===== config.mk =====
export PLATFORM = sky130hd
export DESIGN_NAME = mac_accumulator
export DESIGN_NICKNAME = d
export VERILOG_FILES = /design/src/rtl/nn_pkg.sv /design/src/rtl/mac_accumulator_mul_stage.sv /design/src/rtl/mac_accumulator.sv
export SDC_FILE = /design/constraint.sdc
export NUM_CORES = 1
export LEC_CHECK = 0
export ABC_AREA = 1
export CORE_MARGIN = 2
export CORE_UTILIZATION = 40
export DETAILED_ROUTE_END_ITERATION = 8
export PLACE_DENSITY = 0.67
export SLEW_MARGIN = 20
export SYNTH_ARGS = -nofsm -noshare
export SYNTH_HDL_FRONTEND = slang
export SYNTH_HIERARCHICAL = 1
export SYNTH_SLANG_ARGS = --single-unit

===== constraint.sdc =====
create_clock -name clk -period 13.3 [get_ports clk]
set_input_delay 3.99 -clock clk [delete_from_list [all_inputs] [get_ports clk]]
set_output_delay 3.99 -clock clk [all_outputs]
set_load 0.01 [all_outputs]

===== src/rtl/nn_pkg.sv =====
// Shared types and helpers for the neuron datapath: byte/product widths,
// the dot-product controller states and the 8-bit clamp used between layers.
package nn_pkg;

  localparam int DATA_W = 8;
  localparam int PROD_W = 16;

  typedef enum logic [1:0] {
    IDLE  = 2'd0,
    ISSUE = 2'd1,
    DRAIN = 2'd2,
    DONE  = 2'd3
  } state_t;

  // Callers sign-extend their wide value to 32 bits before clamping.
  function automatic logic signed [DATA_W-1:0] sat8(input logic signed [31:0] v);
    if (v > 32'sd127)
      return 8'h7F;
    else if (v < -32'sd128)
      return 8'h80;
    else
      return v[DATA_W-1:0];
  endfunction

endpackage


===== src/rtl/mac_accumulator_mul_stage.sv =====
// Registered signed 8x8 multiply; the valid bit travels with the product.
module mul_stage
  import nn_pkg::*;
(
  input  logic                     clk,
  input  logic                     rst,
  input  logic                     valid,
  input  logic signed [DATA_W-1:0] a,
  input  logic signed [DATA_W-1:0] b,
  output logic signed [PROD_W-1:0] prod,
  output logic                     prod_valid
);

  always_ff @(posedge clk) begin
    if (rst) begin
      prod       <= '0;
      prod_valid <= 1'b0;
    end else begin
      prod_valid <= valid;
      if (valid)
        prod <= a * b;
    end
  end

endmodule


===== src/rtl/mac_accumulator.sv =====
// Dot-product engine: strobes the byte selector n times, multiplies each
// returned pair and accumulates the signed products into one neuron result.
//
//   state | meaning
//   IDLE  | waiting for start; result/result_sat hold the last answer
//   ISSUE | inc high, one selector pair requested per cycle
//   DRAIN | inc low, multiply/accumulate pipeline emptying
//   DONE  | done pulse, result/result_sat valid
module mac_accumulator
  import nn_pkg::*;
#(
  parameter int n    = 2,
  parameter bit RELU = 1'b1,
  localparam int ACC_W = PROD_W + $clog2(n) + 1
) (
  input  logic                     clk,
  input  logic                     rst,
  input  logic                     start,
  input  logic signed [DATA_W-1:0] in_a,
  input  logic signed [DATA_W-1:0] in_b,
  output logic                     inc,
  output logic                     busy,
  output logic                     done,
  output logic signed [ACC_W-1:0]  result,
  output logic signed [DATA_W-1:0] result_sat
);

  localparam int CNT_W = (n > 1) ? $clog2(n) : 1;
  localparam logic [CNT_W-1:0] LAST = CNT_W'(n - 1);

  state_t                    state;
  logic [CNT_W-1:0]          cnt;
  logic                      v1;
  logic                      v2;
  logic signed [PROD_W-1:0]  prod;
  logic signed [ACC_W-1:0]   acc;
  logic signed [ACC_W-1:0]   acc_next;
  logic signed [ACC_W-1:0]   relu_val;

  assign inc  = (state == ISSUE);
  assign busy = (state != IDLE);
  assign done = (state == DONE);

  mul_stage u_mul (
    .clk        (clk),
    .rst        (rst),
    .valid      (v1),
    .a          (in_a),
    .b          (in_b),
    .prod       (prod),
    .prod_valid (v2)
  );

  assign acc_next = v2 ? (acc + ACC_W'(prod)) : acc;
  assign relu_val = (RELU && acc_next[ACC_W-1]) ? '0 : acc_next;

  always_ff @(posedge clk) begin
    if (rst) begin
      state      <= IDLE;
      cnt        <= '0;
      v1         <= 1'b0;
      acc        <= '0;
      result     <= '0;
      result_sat <= '0;
    end else begin
      v1  <= inc;
      acc <= acc_next;
      case (state)
        IDLE: begin
          if (start) begin
            state <= ISSUE;
            cnt   <= '0;
            acc   <= '0;
          end
        end
        ISSUE: begin
          cnt <= cnt + 1'b1;
          if (cnt == LAST)
            state <= DRAIN;
        end
        DRAIN: begin
          // Once v1 is low the last product sits in v2 and is folded in on
          // this edge, so the pipeline is empty when DONE is entered.
          if (!v1) begin
            state      <= DONE;
            result     <= acc_next;
            result_sat <= sat8(32'(relu_val));
          end
        end
        DONE:    state <= IDLE;
        default: state <= IDLE;
      endcase
    end
  end

endmodule


### After elaboration in Yosys (flattened, before gate mapping)

Cells that the tools add are included.

| operators by class | value |
|---|---|
| add/subtract/negate cells | 2 |
| multiply operators | 1 |
| $lt $le $gt $ge | 2 |
| eq/ne operators | 6 |
| muxes and demuxes | 12 |
| bitwise operators | 1 |
| reductions and logical operators | 6 |

Operator list:

| kind | count |
|---|---|
| $mux W18 | 3 |
| $add A18 B16 Y18 | 1 |
| $lt A18 B8 Y1 const B | 1 |
| $gt A17 B7 Y1 const B | 1 |
| $mux W17 | 1 |
| $mul A8 B8 Y16 | 1 |
| $mux W8 | 2 |
| $pmux W2 S4 | 1 |
| $mux W2 | 3 |
| $eq A2 B2 Y1 const B | 2 |
| $ne A2 B2 Y1 const B | 2 |
| $reduce_and A2 Y1 | 2 |
| $reduce_bool A2 Y1 | 2 |
| $reduce_and A3 Y1 | 1 |
| $eq A2 B1 Y1 const B | 1 |
| $logic_not A2 Y1 | 1 |
| $ne A2 B1 Y1 const B | 1 |
| $pmux W1 S2 | 1 |
| $add A1 B1 Y1 const B | 1 |
| $mux W1 | 1 |
| $not A1 Y1 | 1 |

| storage, ports and cells | value |
|---|---|
| flip-flop bits (word level) | 65 |
| input port bits | 19 |
| logic and storage cells | 38 |

### Logic depth before layout (Yosys ltp)

Gate-level depths: netlist of the first run.

| depth | value |
|---|---|
| word-level depth | 6 |
| mapped depth | 24 |
| depth with buffers taken out | 23 |

### By module

The synthesis of the first run kept the hierarchy.

Modules (own cells, without submodules):

| module | times used | cells each | area an instance (um2) | seq. area each (um2) |
|---|---|---|---|---|
| mul_stage | 1 | 488 | 3399.5 | 340.3 |
| mac_accumulator | 1 | 425 | 2941.6 | 960.9 |

### Worst setup path before layout of the first run

No wires, ideal clock.

| timing | value |
|---|---|
| kind | input -> register |
| start point | in in_a[0] |
| end point | reg u_mul.prod[12] |
| library setup time | 0.116 ns |
| data arrival time | 7.687 ns |
| path slack | 5.497 ns |
| stages | 18 |
| path buffers | 1 |
| path through | clkbuf_1 -> or2_2 -> fa_1 -> fa_1 -> inv_1 -> fa_1 -> inv_1 -> fa_1 -> inv_1 -> ha_1 -> a21oi_1 -> nand2_1 -> nand4_1 -> nand2_1 -> nand2_1 -> nand3_1 -> o211ai_1 -> inv_1 |

| on the way | value |
|---|---|
| word-level cells in the longest chain between the ends | 1 |

Ends and longest elaborated chain:

| element | RTL line | RTL |
|---|---|---|
| from (decl) | mac_accumulator.sv:19 | `input logic signed [DATA_W-1:0] in_a,` |
| $mul A8 B8 Y16 | mac_accumulator_mul_stage.sv:21 | `prod <= a * b;` |
| to (signal assigned) | mac_accumulator_mul_stage.sv:21 |  |
| to (decl) | mac_accumulator_mul_stage.sv:10 | `output logic signed [PROD_W-1:0] prod,` |

No other way between the ends.
A chain may end at the register's enable or synchronous reset.

### Worst setup path in the final report of the first run

| timing | value |
|---|---|
| start point | in in_b[7] |
| end point | reg u_mul.prod[12] |

| on the way | value |
|---|---|
| word-level cells in the longest chain between the ends | 1 |

Ends and longest elaborated chain:

| element | RTL line | RTL |
|---|---|---|
| from (decl) | mac_accumulator.sv:20 | `input logic signed [DATA_W-1:0] in_b,` |
| $mul A8 B8 Y16 | mac_accumulator_mul_stage.sv:21 |  |

No other way between the ends.

==> metrics.md, run 1 <==
| Metric | Value |
|---|---|
| Status | `completed` |
| Final Max Tran Viols | `0` |
| CTS tree | `yes` |
| GRT Total Usage | `17.5%` |
| Clock latency at the later pin of the worst-skew pair | `0.34 ns` |
| CTS Buf Count | `9` |
| Top cells by count, synth | `nand2_1 (216), inv_1 (213), nor2_1 (79), dfxtp_1 (65), fa_1 (56)` |
| Worst path slowest cell | `fa_1` |
| Top Metal Used | `met4` |
| Number of synthesized flops with an enable pin | `0` |
| Top cell type by total area after synthesis | `dfxtp_1` |
| 1st-iter DRT viols | `275` |
| 1st-pass router iterations | `5` |
| Num rows | `46` |
| Synth warn | `6` |
| DIE WIDTH | `130 um` |
| Wire per inst | `11.8 um` |
| Critical path launch point type | `primary input` |
| Dpl ws | `4.75 ns` |
| CP Capture Type | `flip-flop` |
| Minimum clock period | `8.19 ns` |
| Final WS setup | `5.11 ns` |
| Post-cts sizing count | `0` |
| Top cell family by delay on the critical path | `adder cells` |
| Ys flop type | `dfxtp_1` |
| CTS root buf | `clkbuf_16` |
| Die Y | `130 um` |
| Worst Skew | `0.0125 ns` |
| Grt ovf | `0` |
| Met3 WL | `572 um` |
| Placed Instance Area | `6980 um2` |
| Pleak | `0.00402 uW` |
| Total Power | `1270 uW` |
| WP data required | `13.53 ns` |
| Share of the synthesized area in the top cell type | `20.5%` |
| CP Class | `in2reg` |
| Reg clk slew, reported paths | `0.06 ns` |
| Cell depth of the worst setup path | `19` |
| Final instance area | `7280 um2` |
| Total of max-cap violations | `0` |
| Slew @ Worst Pin | `0.853 ns` |
| Share of layout cells above drive strength 1 | `7.90%` |
| GPL Wtd Cong | `0.852` |
| Mux cell area share after synthesis | `0%` |
| Initial antenna violation count | `0` |
| Peak VDD IR | `0.110 mV` |
| IO Count | `48` |
| Post-synthesis average cell area | `6.95 um2` |
| Initial Utilization | `40.4%` |
| Detailed Route WL | `13800 um` |
| Fraction of registers with async set/reset | `0%` |
| N_diodes | `0` |
| Worst min path class | `reg2reg` |
| Area Overhead vs Synth | `14.8%` |
| Mapped Area | `6340 um2` |
| Setup Fix Bufs, Post-CTS | `0` |
| Worst hold stages | `1` |
| Post-synthesis cell type count | `37` |
| Vias in the first global route | `5249` |
| Largest net degree at the start of global routing | `46` |
| Largest family of logic cells by synthesized area | `adder cells` |
| Mapped Cells | `913` |
| Synth top area cells | `dfxtp_1 (21%), fa_1 (18%), nand2_1 (13%)` |
| RSZ-0062 raised after global routing | `false` |
| Final TNS setup | `0 ns` |
| Core Area | `15700 um2` |
| DRC violations left | `0` |
| Synth Area in Compound Gates | `8.03%` |
| Clock sink count | `65` |
| Achievable Freq | `122 MHz` |
| Routed length on met1 | `7000 um` |
| Simple-gate share of the synthesized area | `26.9%` |
| Critical Path Most Common Cell | `inv_1` |
| Final period util | `61.6%` |
| Critical Path Max Stage Delay | `0.54 ns` |
| Synth Area in Adders | `27.5%` |
| I/O Buffers | `47` |
| Max clock buf depth | `2` |
| Slew HR | `43.0%` |
| Cells along the critical path | `clkdlybuf4s50_1 > inv_1 > or2_2 > fa_1 > fa_1 > inv_1 > fa_1 > inv_1 > fa_1 > inv_1 > ha_1 > a21oi_1 > nand2_1 > nand4_1 > nand2_1 > nand2_1 > nand3_1 > o211ai_1 > inv_1` |
| Total number of vias | `5338` |
| FF+latch count, synth | `65` |
| Power Density | `174 nW/um2` |
| Full die area | `16900 um2` |
| Met2 wire len | `6050 um` |
| Part of the Yosys area used for sequential elements | `20.5%` |
| Cts-stage hold buffer count | `0` |
| Final hold vios | `0` |
| R2r worst-path depth | `16` |
| Final nets | `1069` |
| Xor/xnor cell area share of the yosys netlist | `1.80%` |
| First-pass GRT wire length | `24000 um` |
| Post-DP HPWL | `10900 um` |
| Buffers & Inverters on Critical Path | `6` |
| Syn_nets | `1038` |
| Routed Antenna Nets | `0` |
| CTS H-tree lvls | `3` |
| Final setup violating endpoints | `0` |
| Mean number of vias per cell | `4.58` |
| Most common cell in the netlist | `nand2_1` |
| Critical Path AT | `8.42 ns` |
| Worst-path fanout max | `8` |
-- layout by cell type (no fill, tap or decap), types with 2 or more instances in the layout --
cell / netlist / layout
nand2_1: 216 / 216
inv_1: 213 / 213
nor2_1: 79 / 78
dfxtp_1: 65 / 65
fa_1: 56 / 56
ha_1: 50 / 50
clkdlybuf4s50_1: 0 / 47
nand3_1: 43 / 43
a21oi_1: 24 / 24
o211ai_1: 20 / 20
o21ai_0: 18 / 18
nand2_2: 17 / 17
or2_2: 11 / 11
nand4_1: 9 / 9
nor2_2: 8 / 9
xnor2_1: 9 / 9
clkbuf_16: 0 / 9
inv_2: 8 / 8
o21bai_1: 5 / 5
a21oi_2: 4 / 4
o21ai_1: 4 / 4
xor2_1: 4 / 4
nor3_1: 3 / 3
clkinvlp_4: 0 / 3
buf_4: 0 / 3
clkinv_1: 2 / 2
nand3_2: 2 / 2
o21a_1: 2 / 2
o21ai_2: 2 / 2
-- where the power goes --
part	internal, uW	switching [uW]	total (uW)
combinational	307	443	751
sequential	243	30.0	273
clock	147	96.7	243
-- worst register-to-register path: stages (launching register included) --
cell	delay (ns)
dfxtp_1	0.35
ha_1	0.26
fa_1	0.42
nand3_1	0.10
nand2_2	0.10
nand2_1	0.10
nand2_2	0.08
nand2_1	0.08
nand2_1	0.06
nand2_1	0.05
nand3_1	0.07
nand2_1	0.20
nand2_2	0.09
nor2_4	0.13
nand4_4	0.11
nand2_4	0.12
nand2_1	0.06
-- logic make-up after synthesis --
| logic type | Yosys count |
|---|---|
| AO/OA/AOI/OAI | 82 |
| XOR/XNOR | 13 |
| adder cells (fa/ha/maj) | 106 |
| buffers and inverters | 253 |
| flip-flops | 65 |
| AND/OR/NAND/NOR | 394 |
-- area by class of cell --
cell class	count	area (um2)
clock buffers	9	225
clock inverters	7	77.6
fillers	1594	8430
inverters	223	837
multi-input cells	595	4080
flip-flops and latches	65	1300
well taps	216	270
repair buffers	50	493
-- stage by stage --
stage	instances	hold WS [ns]	utilization, %
after CTS	1165	0.469	46.3
after global placement	1149	0.456	44.4
after global routing	1165	0.486	46.3
final	1165	0.464	46.3
after detailed placement	1149	0.459	44.4
after floorplan	913	0.448	-
-- flip-flops by register name (all words and copies together), names as in the netlist --
register          cells
acc                  18
result               18
u_mul/prod           16
result_sat            8
state                 2
cnt                   1
u_mul/prod_valid      1
v1                    1
-- layer usage --
metal / GRT usage (%) / vias up
met3: 3.32 / 12
li1: - / 2802
met1: 24.5 / 2418
met5: 0 / -
met2: 28.4 / 106
met4: 3.80 / 0
-- final timing paths --
| kind | endpoint | slack (ns) | startpoint |
|---|---|---|---|
| worst max-delay path | u_mul/prod[12] | 5.11 | in_b[7] |
| worst max register to register | result_sat[0] | 10.83 | u_mul/prod[0] |
| worst min-delay path | result[1] | 0.46 | result[1] |
| worst min register to register | result[1] | 0.46 | result[1] |
No activity file was read; power rests on OpenSTA's default activity.
==> run 2, diff against run 1 <==
- clock period: 13.3 -> 8.1 ns (I/O delays scaled with it)
==> metrics.md, run 2 (same netlist as run 1, synthesis figures left out) <==
| Metric | Value |
|---|---|
| Status | `completed` |
| FF-to-FF End | `result_sat[0]` |
| Total number of vias | `5297` |
| GRT Max-Usage Layer | `met2` |
| Num rows | `46` |
| Peak VDD IR | `0.166 mV` |
| Critical path origin | `in_b[7]` |
| Final nets | `1069` |
| Post-cts sizing count | `0` |
| Largest net degree at the start of global routing | `46` |
| Met2 usage | `27.6%` |
| Placed Instance Area | `6980 um2` |
| Most frequent cells in the layout | `nand2_1 (216), inv_1 (213), nor2_1 (78)` |
| RSZ-0062 raised after global routing | `false` |
| Reg2Reg Setup Slack | `5.62 ns` |
| Critical path launch point type | `primary input` |
| Full die area | `16900 um2` |
| DP Cell Count | `1149` |
| CTS root buf | `clkbuf_16` |
| Total of max-cap violations | `0` |
| Grt met1 use | `24.5%` |
| Post-DP HPWL | `10800 um` |
| Initial antenna violation count | `0` |
| DRC violations left | `0` |
| Sequential cell area | `1300 um2` |
| Cts-stage hold buffer count | `0` |
| Minimum clock period | `6.67 ns` |
| Clock sink count | `65` |
| Commonest non-fill, non-tap cell in the layout | `nand2_1` |
| Worst Skew | `0.00870 ns` |
| Share of layout cells above drive strength 1 | `7.90%` |
| Final TNS setup | `0 ns` |
| 1st-pass router iterations | `5` |
| Area occupied by multi-input gates | `4080 um2` |
| Worst-path fanout max | `8` |
| CTS tree | `yes` |
| Core Area | `15700 um2` |
| Critical Path AT | `6.89 ns` |
| Power Density | `286 nW/um2` |
| Slew @ Worst Pin | `0.846 ns` |
| Critical Path End | `u_mul/prod[12]` |
| Worst min path class | `reg2reg` |
| Reg clk slew, reported paths | `0.06 ns` |
| Max clock buf depth | `2` |
| Wire per inst | `11.6 um` |
| Clock latency at the later pin of the worst-skew pair | `0.33 ns` |
| Met3 Use GR | `3.44%` |
| Final setup violating endpoints | `0` |
| DIE WIDTH | `130 um` |
| Slew HR | `43.4%` |
| Mean number of vias per cell | `4.55` |
| Final hold vios | `0` |
| Regs by FF count | `acc x18, result x18, u_mul/prod x16` |
| N_diodes | `0` |
| Grt ovf | `0` |
| Non-Filler Instances | `1165` |
| CP Class | `in2reg` |
| R2r worst-path depth | `16` |
| WP data required | `8.33 ns` |
| Area Overhead vs Synth | `14.9%` |
| Pleak | `0.00402 uW` |
| Total Power | `2080 uW` |
| Fill count | `1594` |
| IO Count | `48` |
| GRT Total Usage | `17.3%` |
| Detailed Route WL | `13500 um` |
| CTS H-tree lvls | `3` |
| First-pass GRT wire length | `23700 um` |
| 1st-iter DRT viols | `265` |
| CP Capture Type | `flip-flop` |
| Die Y | `130 um` |
| RR Startpoint | `u_mul/prod[0]` |
| Final period util | `82.3%` |
| I/O Buffers | `47` |
| CTS Buf Count | `9` |
| Setup Fix Bufs, Post-CTS | `0` |
| Achievable Freq | `150 MHz` |
| GPL Wtd Cong | `0.853` |
| Initial Utilization | `40.4%` |
| Final instance area | `7290 um2` |
| Routed Antenna Nets | `0` |
| Vias in the first global route | `5167` |
| Final Max Tran Viols | `0` |
==> run 2: cell types whose count changed in the layout (fill, tap and decap cells not counted), sizes merged <==
cell,change
clkinvlp,-1
clkinv,-1
inv,+2
==> run 2: metal layers <==
layer	routed length, um	vias up
met3	577	11
met2	5850	100
met5	0	-
met1	6990	2389
li1	-	2797
met4	122	0
==> run 2: layout make-up <==
class | count | area share, %
clock inverters | 7 | 1.17
well taps | 216 | 3.71
clock buffers | 9 | 3.09
flip-flops and latches | 65 | 17.9
repair buffers | 50 | 6.76
inverters | 223 | 11.5
multi-input cells | 595 | 55.9
==> run 2: worst min-delay path by stage <==
stage | startpoint | endpoint | slack, ns | cells after the start
detailed placement | result[1] | result[1] | 0.46 | 1
global route | result_sat[7] | result_sat[7] | 0.49 | 1
global placement | result[1] | result[1] | 0.46 | 1
CTS | result[1] | result[1] | 0.48 | 1
floorplan | u_mul/prod[0] | u_mul/prod[0] | 0.45 | 2
finish | result[1] | result[1] | 0.47 | 1
==> run 2: through the flow <==
| step | setup WS [ns] | hold slack, ns | util, % |
|---|---|---|---|
| 2_1_floorplan | 1.86 | 0.448 | - |
| 3_5_place_dp | 1.11 | 0.458 | 44.4 |
| 4_1_cts | 1.46 | 0.478 | 46.4 |
| 3_3_place_gp | 1.23 | 0.456 | 44.4 |
| 6_report | 1.43 | 0.471 | 46.4 |
| 5_1_grt | 1.19 | 0.489 | 46.4 |
==> run 2: critical path, cell delays in order <==
cell	delay [ns]
clkdlybuf4s50_1	0.52
inv_1	0.17
or2_2	0.34
fa_1	0.51
fa_1	0.54
inv_1	0.06
fa_1	0.53
inv_1	0.05
fa_1	0.53
inv_1	0.04
ha_1	0.37
a21oi_1	0.25
nand2_1	0.12
nand4_1	0.11
nand2_1	0.06
nand2_1	0.05
nand3_1	0.06
o211ai_1	0.09
inv_1	0.06
==> run 2: where the power goes <==
| group | total (uW) | switching (uW) | internal (uW) |
|---|---|---|---|
| sequential | 448 | 48.9 | 399 |
| clock | 407 | 163 | 245 |
| combinational | 1230 | 726 | 504 |
| total | 2080 | 938 | 1150 |
